[src/rtl/lcd_serial_rx.sv]
`timescale 1ns/1ps
// ---------------------------------------------------------------------------
// lcd_serial_rx
//   Receiver for a PCD8544-style LCD serial interface. SCLK/SDIN/DnC/nSCE/nRES
//   arrive asynchronously. They are brought into the Clock domain and
//   assembled MSB first into bytes. Command bytes update the function-set
//   bits and the X/Y pointers. Data bytes produce a frame-memory write and
//   advance the pointers, either horizontally or vertically.
//
//   Optional feature: define LCD_SERIAL_RX_FRAME_ERR_EN to enable framing-error
//   detection. With the macro defined, frame_err is set when nSCE is released
//   mid-byte. Without the macro, frame_err is tied to 0.
//
// Ports
//   Clock, nReset        system clock, async active-low reset
//   SCLK, SDIN, DnC      serial clock / data / data-not-command (async inputs)
//   nSCE, nRES           chip enable and display reset, active low (async)
//   byte_valid           1-cycle strobe for each complete byte
//   byte_data, byte_dnc  last byte and its DnC value
//   wr_en, wr_addr,      1-cycle frame-memory write, address Y*COLS+X,
//   wr_data              and the byte to write
//   x_addr, y_addr       current column / bank pointers
//   h_mode, v_mode, pd   function-set bits H, V, PD
//   frame_err            sticky framing error
// ---------------------------------------------------------------------------
module lcd_serial_rx #(
  parameter int COLS  = 84,
  parameter int BANKS = 6
) (
  input  logic       Clock,
  input  logic       nReset,
  input  logic       SCLK,
  input  logic       SDIN,
  input  logic       DnC,
  input  logic       nSCE,
  input  logic       nRES,
  output logic       byte_valid,
  output logic [7:0] byte_data,
  output logic       byte_dnc,
  output logic       wr_en,
  output logic [8:0] wr_addr,
  output logic [7:0] wr_data,
  output logic [6:0] x_addr,
  output logic [2:0] y_addr,
  output logic       h_mode,
  output logic       v_mode,
  output logic       pd,
  output logic       frame_err
);

  localparam logic [6:0] COLS_M1  = 7'(COLS - 1);
  localparam logic [2:0] BANKS_M1 = 3'(BANKS - 1);
  localparam logic [8:0] COLS_W   = 9'(COLS);

  // Two-flop synchronizers; bit [1] is the synchronized copy.
  logic [1:0] sclk_sync_q, sdin_sync_q, dnc_sync_q, nsce_sync_q, nres_sync_q;
  logic       sclk_prev_q;

  always_ff @(posedge Clock or negedge nReset) begin
    if (!nReset) begin
      sclk_sync_q <= 2'b00;
      sdin_sync_q <= 2'b00;
      dnc_sync_q  <= 2'b00;
      nsce_sync_q <= 2'b11;
      nres_sync_q <= 2'b11;
      sclk_prev_q <= 1'b0;
    end else begin
      sclk_sync_q <= {sclk_sync_q[0], SCLK};
      sdin_sync_q <= {sdin_sync_q[0], SDIN};
      dnc_sync_q  <= {dnc_sync_q[0],  DnC};
      nsce_sync_q <= {nsce_sync_q[0], nSCE};
      nres_sync_q <= {nres_sync_q[0], nRES};
      // The edge detector keeps tracking through nRES, so a high SCLK at
      // release does not look like a fresh rising edge.
      sclk_prev_q <= sclk_sync_q[1];
    end
  end

  logic sclk_s, sdin_s, dnc_s, nsce_s, nres_s;
  assign sclk_s = sclk_sync_q[1];
  assign sdin_s = sdin_sync_q[1];
  assign dnc_s  = dnc_sync_q[1];
  assign nsce_s = nsce_sync_q[1];
  assign nres_s = nres_sync_q[1];

  // Receiver / decoder state
  logic [7:0] shift_q,   shift_d;
  logic [2:0] bitcnt_q,  bitcnt_d;
  logic       bv_q,      bv_d;
  logic [7:0] bdata_q,   bdata_d;
  logic       bdnc_q,    bdnc_d;
  logic       wren_q,    wren_d;
  logic [8:0] waddr_q,   waddr_d;
  logic [7:0] wdata_q,   wdata_d;
  logic [6:0] x_q,       x_d;
  logic [2:0] y_q,       y_d;
  logic       h_q,       h_d;
  logic       v_q,       v_d;
  logic       pd_q,      pd_d;

  logic       shift_en, byte_done;
  logic [7:0] byte_full;
  logic [8:0] lin_addr;

  assign shift_en  = sclk_s & ~sclk_prev_q & ~nsce_s;
  assign byte_done = shift_en & (bitcnt_q == 3'd7);
  assign byte_full = {shift_q[6:0], sdin_s};
  assign lin_addr  = {6'd0, y_q} * COLS_W + {2'd0, x_q};

  always_comb begin
    shift_d  = shift_q;
    bitcnt_d = bitcnt_q;
    bv_d     = 1'b0;
    bdata_d  = bdata_q;
    bdnc_d   = bdnc_q;
    wren_d   = 1'b0;
    waddr_d  = waddr_q;
    wdata_d  = wdata_q;
    x_d      = x_q;
    y_d      = y_q;
    h_d      = h_q;
    v_d      = v_q;
    pd_d     = pd_q;

    // A deselected chip drops any partial byte.
    if (nsce_s) begin
      shift_d  = 8'd0;
      bitcnt_d = 3'd0;
    end else if (shift_en) begin
      shift_d  = byte_full;
      bitcnt_d = bitcnt_q + 3'd1;
    end

    if (byte_done) begin
      bv_d    = 1'b1;
      bdata_d = byte_full;
      bdnc_d  = dnc_s;
      if (dnc_s) begin
        // The write uses the pointers as they were before this byte.
        wren_d  = 1'b1;
        waddr_d = lin_addr;
        wdata_d = byte_full;
        if (!v_q) begin
          if (x_q == COLS_M1) begin
            x_d = 7'd0;
            y_d = (y_q == BANKS_M1) ? 3'd0 : y_q + 3'd1;
          end else begin
            x_d = x_q + 7'd1;
          end
        end else begin
          if (y_q == BANKS_M1) begin
            y_d = 3'd0;
            x_d = (x_q == COLS_M1) ? 7'd0 : x_q + 7'd1;
          end else begin
            y_d = y_q + 3'd1;
          end
        end
      end else if (byte_full[7:3] == 5'b00100) begin
        // The function set is decoded in both instruction sets.
        pd_d = byte_full[2];
        v_d  = byte_full[1];
        h_d  = byte_full[0];
      end else if (!h_q) begin
        if (byte_full[7]) begin
          if (byte_full[6:0] <= COLS_M1) x_d = byte_full[6:0];
        end else if (byte_full[7:3] == 5'b01000) begin
          if (byte_full[2:0] <= BANKS_M1) y_d = byte_full[2:0];
        end
      end
    end

    // The display reset clears everything downstream of the synchronizers.
    if (!nres_s) begin
      shift_d  = 8'd0;
      bitcnt_d = 3'd0;
      bv_d     = 1'b0;
      bdata_d  = 8'd0;
      bdnc_d   = 1'b0;
      wren_d   = 1'b0;
      waddr_d  = 9'd0;
      wdata_d  = 8'd0;
      x_d      = 7'd0;
      y_d      = 3'd0;
      h_d      = 1'b0;
      v_d      = 1'b0;
      pd_d     = 1'b0;
    end
  end

  always_ff @(posedge Clock or negedge nReset) begin
    if (!nReset) begin
      shift_q  <= 8'd0;
      bitcnt_q <= 3'd0;
      bv_q     <= 1'b0;
      bdata_q  <= 8'd0;
      bdnc_q   <= 1'b0;
      wren_q   <= 1'b0;
      waddr_q  <= 9'd0;
      wdata_q  <= 8'd0;
      x_q      <= 7'd0;
      y_q      <= 3'd0;
      h_q      <= 1'b0;
      v_q      <= 1'b0;
      pd_q     <= 1'b0;
    end else begin
      shift_q  <= shift_d;
      bitcnt_q <= bitcnt_d;
      bv_q     <= bv_d;
      bdata_q  <= bdata_d;
      bdnc_q   <= bdnc_d;
      wren_q   <= wren_d;
      waddr_q  <= waddr_d;
      wdata_q  <= wdata_d;
      x_q      <= x_d;
      y_q      <= y_d;
      h_q      <= h_d;
      v_q      <= v_d;
      pd_q     <= pd_d;
    end
  end

`ifdef LCD_SERIAL_RX_FRAME_ERR_EN
  // Releasing nSCE with a partial byte in the shifter is a framing error.
  logic nsce_prev_q;
  logic fe_q, fe_d;

  always_comb begin
    fe_d = fe_q;
    if (!nres_s)
      fe_d = 1'b0;
    else if (nsce_s && !nsce_prev_q && (bitcnt_q != 3'd0))
      fe_d = 1'b1;
  end

  always_ff @(posedge Clock or negedge nReset) begin
    if (!nReset) begin
      nsce_prev_q <= 1'b1;
      fe_q        <= 1'b0;
    end else begin
      nsce_prev_q <= nsce_s;
      fe_q        <= fe_d;
    end
  end

  assign frame_err = fe_q;
`else
  assign frame_err = 1'b0;
`endif

  assign byte_valid = bv_q;
  assign byte_data  = bdata_q;
  assign byte_dnc   = bdnc_q;
  assign wr_en      = wren_q;
  assign wr_addr    = waddr_q;
  assign wr_data    = wdata_q;
  assign x_addr     = x_q;
  assign y_addr     = y_q;
  assign h_mode     = h_q;
  assign v_mode     = v_q;
  assign pd         = pd_q;

endmodule
[config.mk]
export PLATFORM = sky130hd
export DESIGN_NAME = lcd_serial_rx
export DESIGN_NICKNAME = d
export VERILOG_FILES = /design/src/rtl/lcd_serial_rx.sv
export SDC_FILE = /design/constraint.sdc
export NUM_CORES = 1
export LEC_CHECK = 0
export BUFFER_PORTS_ARGS = -buffer_cell sky130_fd_sc_hd__buf_2
export CORE_ASPECT_RATIO = 1.25
export CORE_MARGIN = 2
export CORE_UTILIZATION = 46
export DETAILED_ROUTE_END_ITERATION = 12
export HOLD_SLACK_MARGIN = 0.12
export PLACE_DENSITY = 0.67
export SETUP_SLACK_MARGIN = 0.3
export SYNTH_ARGS = -nofsm -noshare
export SYNTH_HDL_FRONTEND = slang
export SYNTH_SLANG_ARGS = --single-unit
[constraint.sdc]
create_clock -name Clock -period 2.25 [get_ports Clock]
set_input_delay 0.45 -clock Clock [delete_from_list [all_inputs] [get_ports Clock]]
set_output_delay 0.45 -clock Clock [all_outputs]
set_load 0.005 [all_outputs]
* Word level (Yosys, flattened, before mapping)
Cells that the tools add are included.
W data, S select, Z words.
** Word-level totals
- Register bits :: 62
- Bits of input ports :: 7
- Logic and storage cells :: 108
** Operators by class
- $add $sub $neg :: 4
- $mul :: 1
- Magnitude comparators :: 2
- Eq/ne operators :: 19
- Mux-type cells :: 54
- Bitwise logic cells :: 5
- Reductions and logical operators :: 4
** Operator list (count)
- $mux W7 :: 13
- $mux W3 :: 14
- $mux W8 :: 5
- $mux W9 :: 3
- $mux W1 :: 19
- $ne A3 B2 Y1 const B :: 5
- $add A9 B7 Y9 :: 1
- $ne A3 B3 Y1 const B :: 3
- $add A7 B1 Y7 const B :: 1
- $eq A7 B7 Y1 const B :: 1
- $le A7 B7 Y1 const B :: 1
- $mul A3 B5 Y7 const B :: 1
- $reduce_and A7 Y1 :: 1
- $add A3 B1 Y3 const B :: 2
- $eq A3 B3 Y1 const B :: 2
- $reduce_and A6 Y1 :: 1
- $eq A5 B3 Y1 const B :: 1
- $eq A5 B4 Y1 const B :: 1
- $ne A2 B1 Y1 const B :: 2
- $ne A2 B2 Y1 const B :: 2
- $ne A4 B2 Y1 const B :: 1
- $ne A4 B3 Y1 const B :: 1
- $and A1 B1 Y1 :: 3
- $le A3 B3 Y1 const B :: 1
- 3 further kinds :: 4

* Logic depth before layout (Yosys ltp)
Gate-level depths: netlist of the first run.
- Word-level depth :: 9
- Depth in mapped cells :: 9
- Depth with buffers taken out :: 9

* Worst setup path before layout of the first run
Ideal clock, no wire load.
- Path kind :: flip-flop to flip-flop
- From :: register y_q[0] (netlist: y_addr[0])
- To :: register waddr_q[8] (netlist: wr_addr[8])
- Setup time :: 0.127 ns
- Arrival time :: 1.940 ns
- Data required time :: 2.123 ns
- Path slack :: 0.183 ns
- Cell stages (with the launch flop) :: 10
- Period minus slack after synthesis :: 2.067 ns
- Cell sequence :: dfrtp_1 ha_1 ha_1 ha_1 ha_1 o21ai_0 a21oi_1 o21bai_1 xnor2_1 o21ai_0
** Between the ends
- Word-level cells in the longest chain between the ends :: 5
** Ends and longest elaborated chain
- start, declared :: line 96 : logic [2:0] y_q, y_d;
- start signal, assigned :: line 215 : y_q <= y_d;
- $mul A3 B5 Y7 :: line 108 : assign lin_addr = {6'd0, y_q} * COLS_W + {2'd0, x_q};
- $add A9 B7 Y9 :: line 108
- $mux W9 :: line 138 : if (dnc_s) begin
- $mux W9 :: line 134 : if (byte_done) begin
- $mux W9 :: line 173 : if (!nres_s) begin
- end signal, assigned :: line 212 : waddr_q <= waddr_d;
- end, declared :: line 93 : logic [8:0] waddr_q, waddr_d;
Every way passes these cells. The select of a mux whose other input is x is not followed.
A chain may end at the register's enable or synchronous reset.

* Worst setup path after layout of the first run
- From :: register y_q[0] (netlist: y_addr[0])
- To :: register waddr_q[7] (netlist: wr_addr[7])
Same word-level chain as after synthesis.

==> reports/metrics.cfg, run 1 <==
[synth]
synthArstFlopShare = 1.00
synth_warnings = 0
netlist_top_cells_area = dfrtp_1, a22o_1, ha_1
synthTopCellsByCount = dfrtp_1, nand2_1, a22o_1
synth-xor-area-share = 0.0150
yosysSeqAreaShare = 0.532
synthAdderAreaFrac = 0.0582
synthFlopType = dfrtp_1
synth_most_common_cell = dfrtp_1
synth-edff-count = 0
syn_nets = 298
synth_compound_area_frac = 0.190
yosys-mux-area-fraction = 0.00727
synth_top_area_cell = dfrtp_1
syn-cell-area_sq_um = 2920
synth.top_cell.area_share = 0.496
synth.distinct_cells = 50
synth_seq_cells = 62
post_synth_inst_count = 278
synth_simple_gate_area_share = 0.154
avgSynthCellArea_sq_um = 10.5
synth_top_family_by_area = compound AO/OA/AOI/OAI gates

[timing]
setup_viol = 0
max_freq_mhz = 514
maxSlewViolCount = 0
hold_viol_final = 0
min_period_ps = 1950
tightest_slew_ps = 685
slew_headroom = 0.542
tns_ps = 0
timing.final.crit_share = 0.865
finClkSkew_ps = 9.27
grt_setup_unrepaired = true

[grt]
grt_use_met1 = 0.290
met3_usage = 0.0377
grt_max_degree = 41
met2_usage = 0.337
grt_busiest_layer = met2
antenna_found_initial = 0
grt_pass1_vias = 2312
grt_usage = 0.216
grt_pass1_wl_um = 11200
grt-ovfl-total = 0

[worst_setup_path]
rrSetupSlack_ps = 300
cp-startpoint = y_addr[0]
crit_path_max_fanout = 4
rr_endpoint = wr_addr[7]
cp-start-kind = flop
crit_slowest_cell = dfrtp_2
cpPeakStageDelay_ps = 440
r2r_cells = 8
critPathMostFrequentCell = ha_4
path_cells = ha_4, ha_4, ha_4, o21ai_2, nor2_1, nor2_1, nor4b_1, a221o_1
r2r-start = y_addr[0]
cp.arrival_ps = 2170
required_ps = 2470
critical_path_class = reg2reg
crit_path_end_kind = flop

[routing]
drt-total-wl_um = 6710
ant_nets = 0
via_per_inst = 5.52
route.vias.total = 2345
drtIter0Drc = 130
wire_per_inst_um = 15.8
post-route-drc-count = 0
firstDrtPassIters = 5

[place]
place_area_sq_um = 3340
placed_cells = 403
place.gp.congestion = 0.879
port_buffers = 47
dp_hpwl_um = 4590

[final_layout]
fin_nets = 355
finalInstanceArea_sq_um = 3660
antenna_cells = 0
synthToLayoutAreaGrowth_pct = 25.3
postLayoutCoreUtil = 0.594
drive_gt1_frac = 0.321
fin_cells = 425

[cts]
clockBufferDepth = 2
cts_tree = done
cts.htree.levels = 3
clock_latency_ps = 340
clkSlewWorstSetupHoldPaths_ps = 70
cts.sinks = 62
cts_buffers = 9
cts-root-buf = clkbuf_8

[floorplanning]
io_pins = 49
die_area_sq_um = 7010
die_h_um = 93.1
start_util = 0.474
fp.dieW_um = 75.3
std_cell_rows = 32
core_sq_um = 6170

[worst_hold_path]
min_path_cells = 1
hp-class = in2reg
min_from = nSCE
whs_endpoint = nsce_sync_q[0]

[outcome]
status = complete, no violations

[power]
cellPowerDensity_nw_per_um2 = 672
ir_drop_mv = 0.463
power_mw = 2.46
p_leak_nw = 1.72

[job]
max-cap-violations = 0

-- flip-flops by register name (all words and copies together), names as in the netlist --
| name | count |
|---|---|
| bitcnt_q | 3 |
| byte_data | 8 |
| byte_dnc | 1 |
| byte_valid | 1 |
| dnc_sync_q | 2 |
| h_mode | 1 |
| nres_sync_q | 2 |
| nsce_sync_q | 2 |
| pd | 1 |
| sclk_prev_q | 1 |
| sclk_sync_q | 2 |
| sdin_sync_q | 2 |
| shift_q | 7 |
| v_mode | 1 |
| wr_addr | 9 |
| wr_data | 8 |
| wr_en | 1 |
| x_addr | 7 |
| y_addr | 3 |
-- layout by cell type (no fill, tap or decap), types with 2 or more instances in the layout --
cell       instances
nor3b_1            2
nand2_1           40
o21ai_2            2
a21boi_0           2
nand3_1            9
nor2b_1            6
xnor2_1            4
nor3_1             2
o22ai_1            3
a21oi_1           16
o41ai_2            2
a32o_1             2
ha_1               6
dfrtp_1           52
dfstp_2            4
o21ai_0           11
bufinv_16          2
inv_1             12
a211oi_1           4
o211ai_1           2
a31oi_1            4
ha_4               6
o41ai_1            2
a22o_1            18
o31ai_1            2
clkbuf_8          10
buf_4             13
buf_2             47
dfrtp_2            6
nand2b_1           7
nor2_1            10
-- stage by stage --
stage	setup WS (ps)	hold WS, ps
final	303	202
after global routing	209	188
after CTS	304	191
after detailed placement	221	335
after global placement	244	333
after floorplan	306	154
-- worst max-delay path: cells and delay by family (launching register included) --
family	cells	cell delay (ps)
DFF	1	440
AOI/OAI and AO/OA	2	310
adders and majority gates	3	720
and+or+nand+nor	3	370
-- per-layer routing --
metal  share of wire  up-vias
met5               0        -
met2            0.50       71
met3           0.044       17
li1                -     1103
met1            0.43     1154
met4           0.026        0
-- final cells by class --
cell class	count	area (sq um)
repair buffers	62	363
flip-flops and latches	62	1560
clock buffers	11	141
multi-input cells	187	1360
fillers	550	2500
well taps	85	106
clock inverters	5	81.3
inverters	13	48.8
-- timing repair --
item | 4_1_cts | 5_1_grt
pin swaps | 3 | 9
endpoints found under the hold margin | 18 | 0
resized for setup | 5 | 12
endpoints found under the setup margin | 8 | 10
setup buffers | 2 | 3
hold buffers | 1 | 0
-- report_power, final --
group	internal [mW]	switching, mW
combinational	0.0787	0.107
sequential	1.14	0.0295
clock	0.656	0.448
total	1.88	0.585
-- how the worst max path moves through the flow --
stage / slack [ps] / endpoint / cells after the start
floorplan: 310 / wr_addr[8] / 9
global placement: 240 / x_addr[1] / 7
detailed placement: 220 / wr_addr[8] / 9
CTS: 300 / wr_addr[8] / 7
global route: 210 / wr_addr[7] / 8
finish: 300 / wr_addr[7] / 8
-- cells by family after synthesis --
logic type      Yosys count
buf+inv                  29
mux                       2
xor+xnor                  5
simple gates             88
compound gates           78
fa+ha+maj                13
flops                    62
other cells               1
Note: power is estimated with default switching activity, not from simulation.
==> run 2: changes to the inputs <==
==> constraint.sdc (replaced) <==
create_clock -name Clock -period 2.4 [get_ports Clock]
set_input_delay 0.48 -clock Clock [delete_from_list [all_inputs] [get_ports Clock]]
set_output_delay 0.48 -clock Clock [all_outputs]
set_load 0.005 [all_outputs]
==> run 2 against run 1 <==
Core utilization down 1.6 points. Critical path depth stayed put. Flip-flop and latch count stayed put. Critical path type unchanged. Largest cell class unchanged. Power decreased by 4.1%. Die area is the same.
==> reports/metrics.cfg, run 2 (synthesis gave the netlist of run 1 again) <==
[outcome]
status = complete, no violations  ; unchanged

[place]
place.gp.congestion = 0.942  ; was 0.879
place_area_sq_um = 3280  ; was 3340 sq um
dp_hpwl_um = 4670  ; was 4590 um
port_buffers = 47  ; unchanged

[cts]
cts.htree.levels = 3  ; unchanged
clock_latency_ps = 340  ; about the same
cts.sinks = 62  ; unchanged
cts_hold_buf = 0  ; was 1
cts-root-buf = clkbuf_8  ; unchanged
cts_buffers = 9  ; unchanged
clockBufferDepth = 2  ; unchanged
cts_tree = done  ; unchanged
clkSlewWorstSetupHoldPaths_ps = 70  ; about the same

[power]
sequentialPowerShare = 0.463  ; was 0.476
clkPwrFrac = 0.466  ; was 0.449
switching_power_mw = 0.533  ; was 0.585 mW
cellPowerDensity_nw_per_um2 = 663  ; was 672 nW/um^2
p_leak_nw = 1.71  ; was 1.72 nW
p_int_mw = 1.83  ; was 1.88 mW
power_mw = 2.36  ; was 2.46 mW
ir_drop_mv = 0.395  ; was 0.463 mV
swShare = 0.226  ; was 0.238
combPwrFrac = 0.071  ; was 0.076

[floorplanning]
fp.dieW_um = 75.3  ; unchanged
core_sq_um = 6170  ; unchanged
std_cell_rows = 32  ; unchanged
die_h_um = 93.1  ; unchanged
die_area_sq_um = 7010  ; unchanged
start_util = 0.474  ; unchanged
io_pins = 49  ; unchanged

[routing]
post-route-drc-count = 0  ; unchanged
drt-total-wl_um = 6660  ; was 6710 um
via_per_inst = 5.45  ; was 5.52
drtIter0Drc = 191  ; was 130
wire_per_inst_um = 15.9  ; was 15.8 um
firstDrtPassIters = 4  ; was 5
route.vias.total = 2287  ; was 2345
ant_nets = 0  ; unchanged

[grt]
grt_pass1_wl_um = 10800  ; was 11200 um
grt_pass1_vias = 2115  ; was 2312
grt_usage = 0.207  ; was 0.216
grt-ovfl-total = 0  ; unchanged
grt_max_degree = 63  ; was 41
antenna_found_initial = 0  ; unchanged

[final_layout]
fill_cells = 574  ; was 550
finalInstanceArea_sq_um = 3560  ; was 3660 sq um
largest_reg_flops = 9  ; unchanged
fin_nets = 350  ; was 355
antenna_cells = 0  ; unchanged
synthToLayoutAreaGrowth_pct = 21.8  ; was 25.3%
layout_common_cells = dfrtp_1, buf_2, nand2_1  ; unchanged
drive_gt1_frac = 0.275  ; was 0.321
layout_commonest_cell = dfrtp_1  ; unchanged

[timing]
grt_setup_unrepaired = true  ; unchanged
timing.final.crit_share = 0.849  ; was 0.865
hold_viol_final = 0  ; unchanged
tightest_slew_ps = 649  ; was 685 ps
holdWs_ps = 143  ; was 202 ps
maxSlewViolCount = 0  ; unchanged
tns_ps = 0  ; unchanged
max_freq_mhz = 491  ; was 514 MHz
finClkSkew_ps = 8.62  ; was 9.27 ps
setup_viol = 0  ; unchanged
slew_headroom = 0.566  ; was 0.542
min_period_ps = 2040  ; was 1950 ps

[worst_setup_path]
cp-start-kind = flop  ; unchanged
crit_path_end_kind = flop  ; unchanged
crit_path_max_fanout = 4  ; unchanged
critical_path_class = reg2reg  ; unchanged
required_ps = 2620  ; was 2470 ps
cp.arrival_ps = 2260  ; was 2170 ps

[job]
max-cap-violations = 0  ; unchanged

[worst_hold_path]
hp-class = in2async  ; was in2reg

run 2: cell count changes in the layout (fill, tap and decap cells not counted), moves of 2 or more:
cell,change
ha_4,-3
o21ai_0,+2
buf_4,-4
o21ai_2,-2
ha_1,+3
dfrtp_2,-6
dfrtp_1,+6
run 2: path summary, 6_finish.rpt:
kind                                startpoint             end  slack, ps  depth (start not counted)
worst max-delay path                 y_addr[0]      wr_addr[7]        360                          8
worst min-delay path                    nReset       x_addr[5]        140                          2
worst max register to register       y_addr[0]      wr_addr[7]        360                          8
worst min register to register  sdin_sync_q[0]  sdin_sync_q[1]        350                          0
max in group asynchronous               nReset  nsce_sync_q[1]       1950                          2
min in group Clock                        nRES  nres_sync_q[0]        240                          1
run 2: repair_timing:
item,in CTS,in global routing
endpoints found under the setup margin,0,8
gates resized for setup,0,7
buffers inserted,0,0
run 2: per-layer routing:
metal / wire length, um / vias to the layer above / track usage / share of wire
met5: 0 / - / 0 / 0
met4: 133 / 0 / 0.0819 / 0.020
met3: 229 / 14 / 0.0485 / 0.034
met2: 3310 / 60 / 0.317 / 0.50
met1: 2990 / 1122 / 0.282 / 0.45
li1: - / 1091 / - / -
run 2: cell type report:
class                      instances  area, sq um  area share
sequential                        62         1560       0.437
multi-input combinational        187         1290       0.362
timing repair buffer              57          323      0.0906
clock buffer                      10          128      0.0358
clock inverter                     6          109      0.0306
tap                               85          106      0.0299
inverter                          13         48.8      0.0137
run 2: power groups by stage:
stage	clock network, mW	logic, mW	registers [mW]
after floorplan	0	0.0927	1.11
after global placement	0	0.159	1.11
after detailed placement	0	0.160	1.11
after CTS	1.12	0.160	1.09
after global routing	1.17	0.191	1.10
final	1.10	0.168	1.09
run 2: metrics by stage:
step                      utilization  cells  setup WS [ps]
after floorplan                     -    278            333
after CTS                       0.570    420            306
final                           0.578    420            361
after global placement          0.532    404            349
after detailed placement        0.532    404            300
after global routing            0.578    420            266
run 2: critical path, stage by stage (launching register included):
cell	delay [ps]
dfrtp_1	380
ha_1	220
ha_1	350
ha_4	310
o21ai_0	80
nor2_1	130
nor2_1	70
nor4b_1	140
a221o_1	260
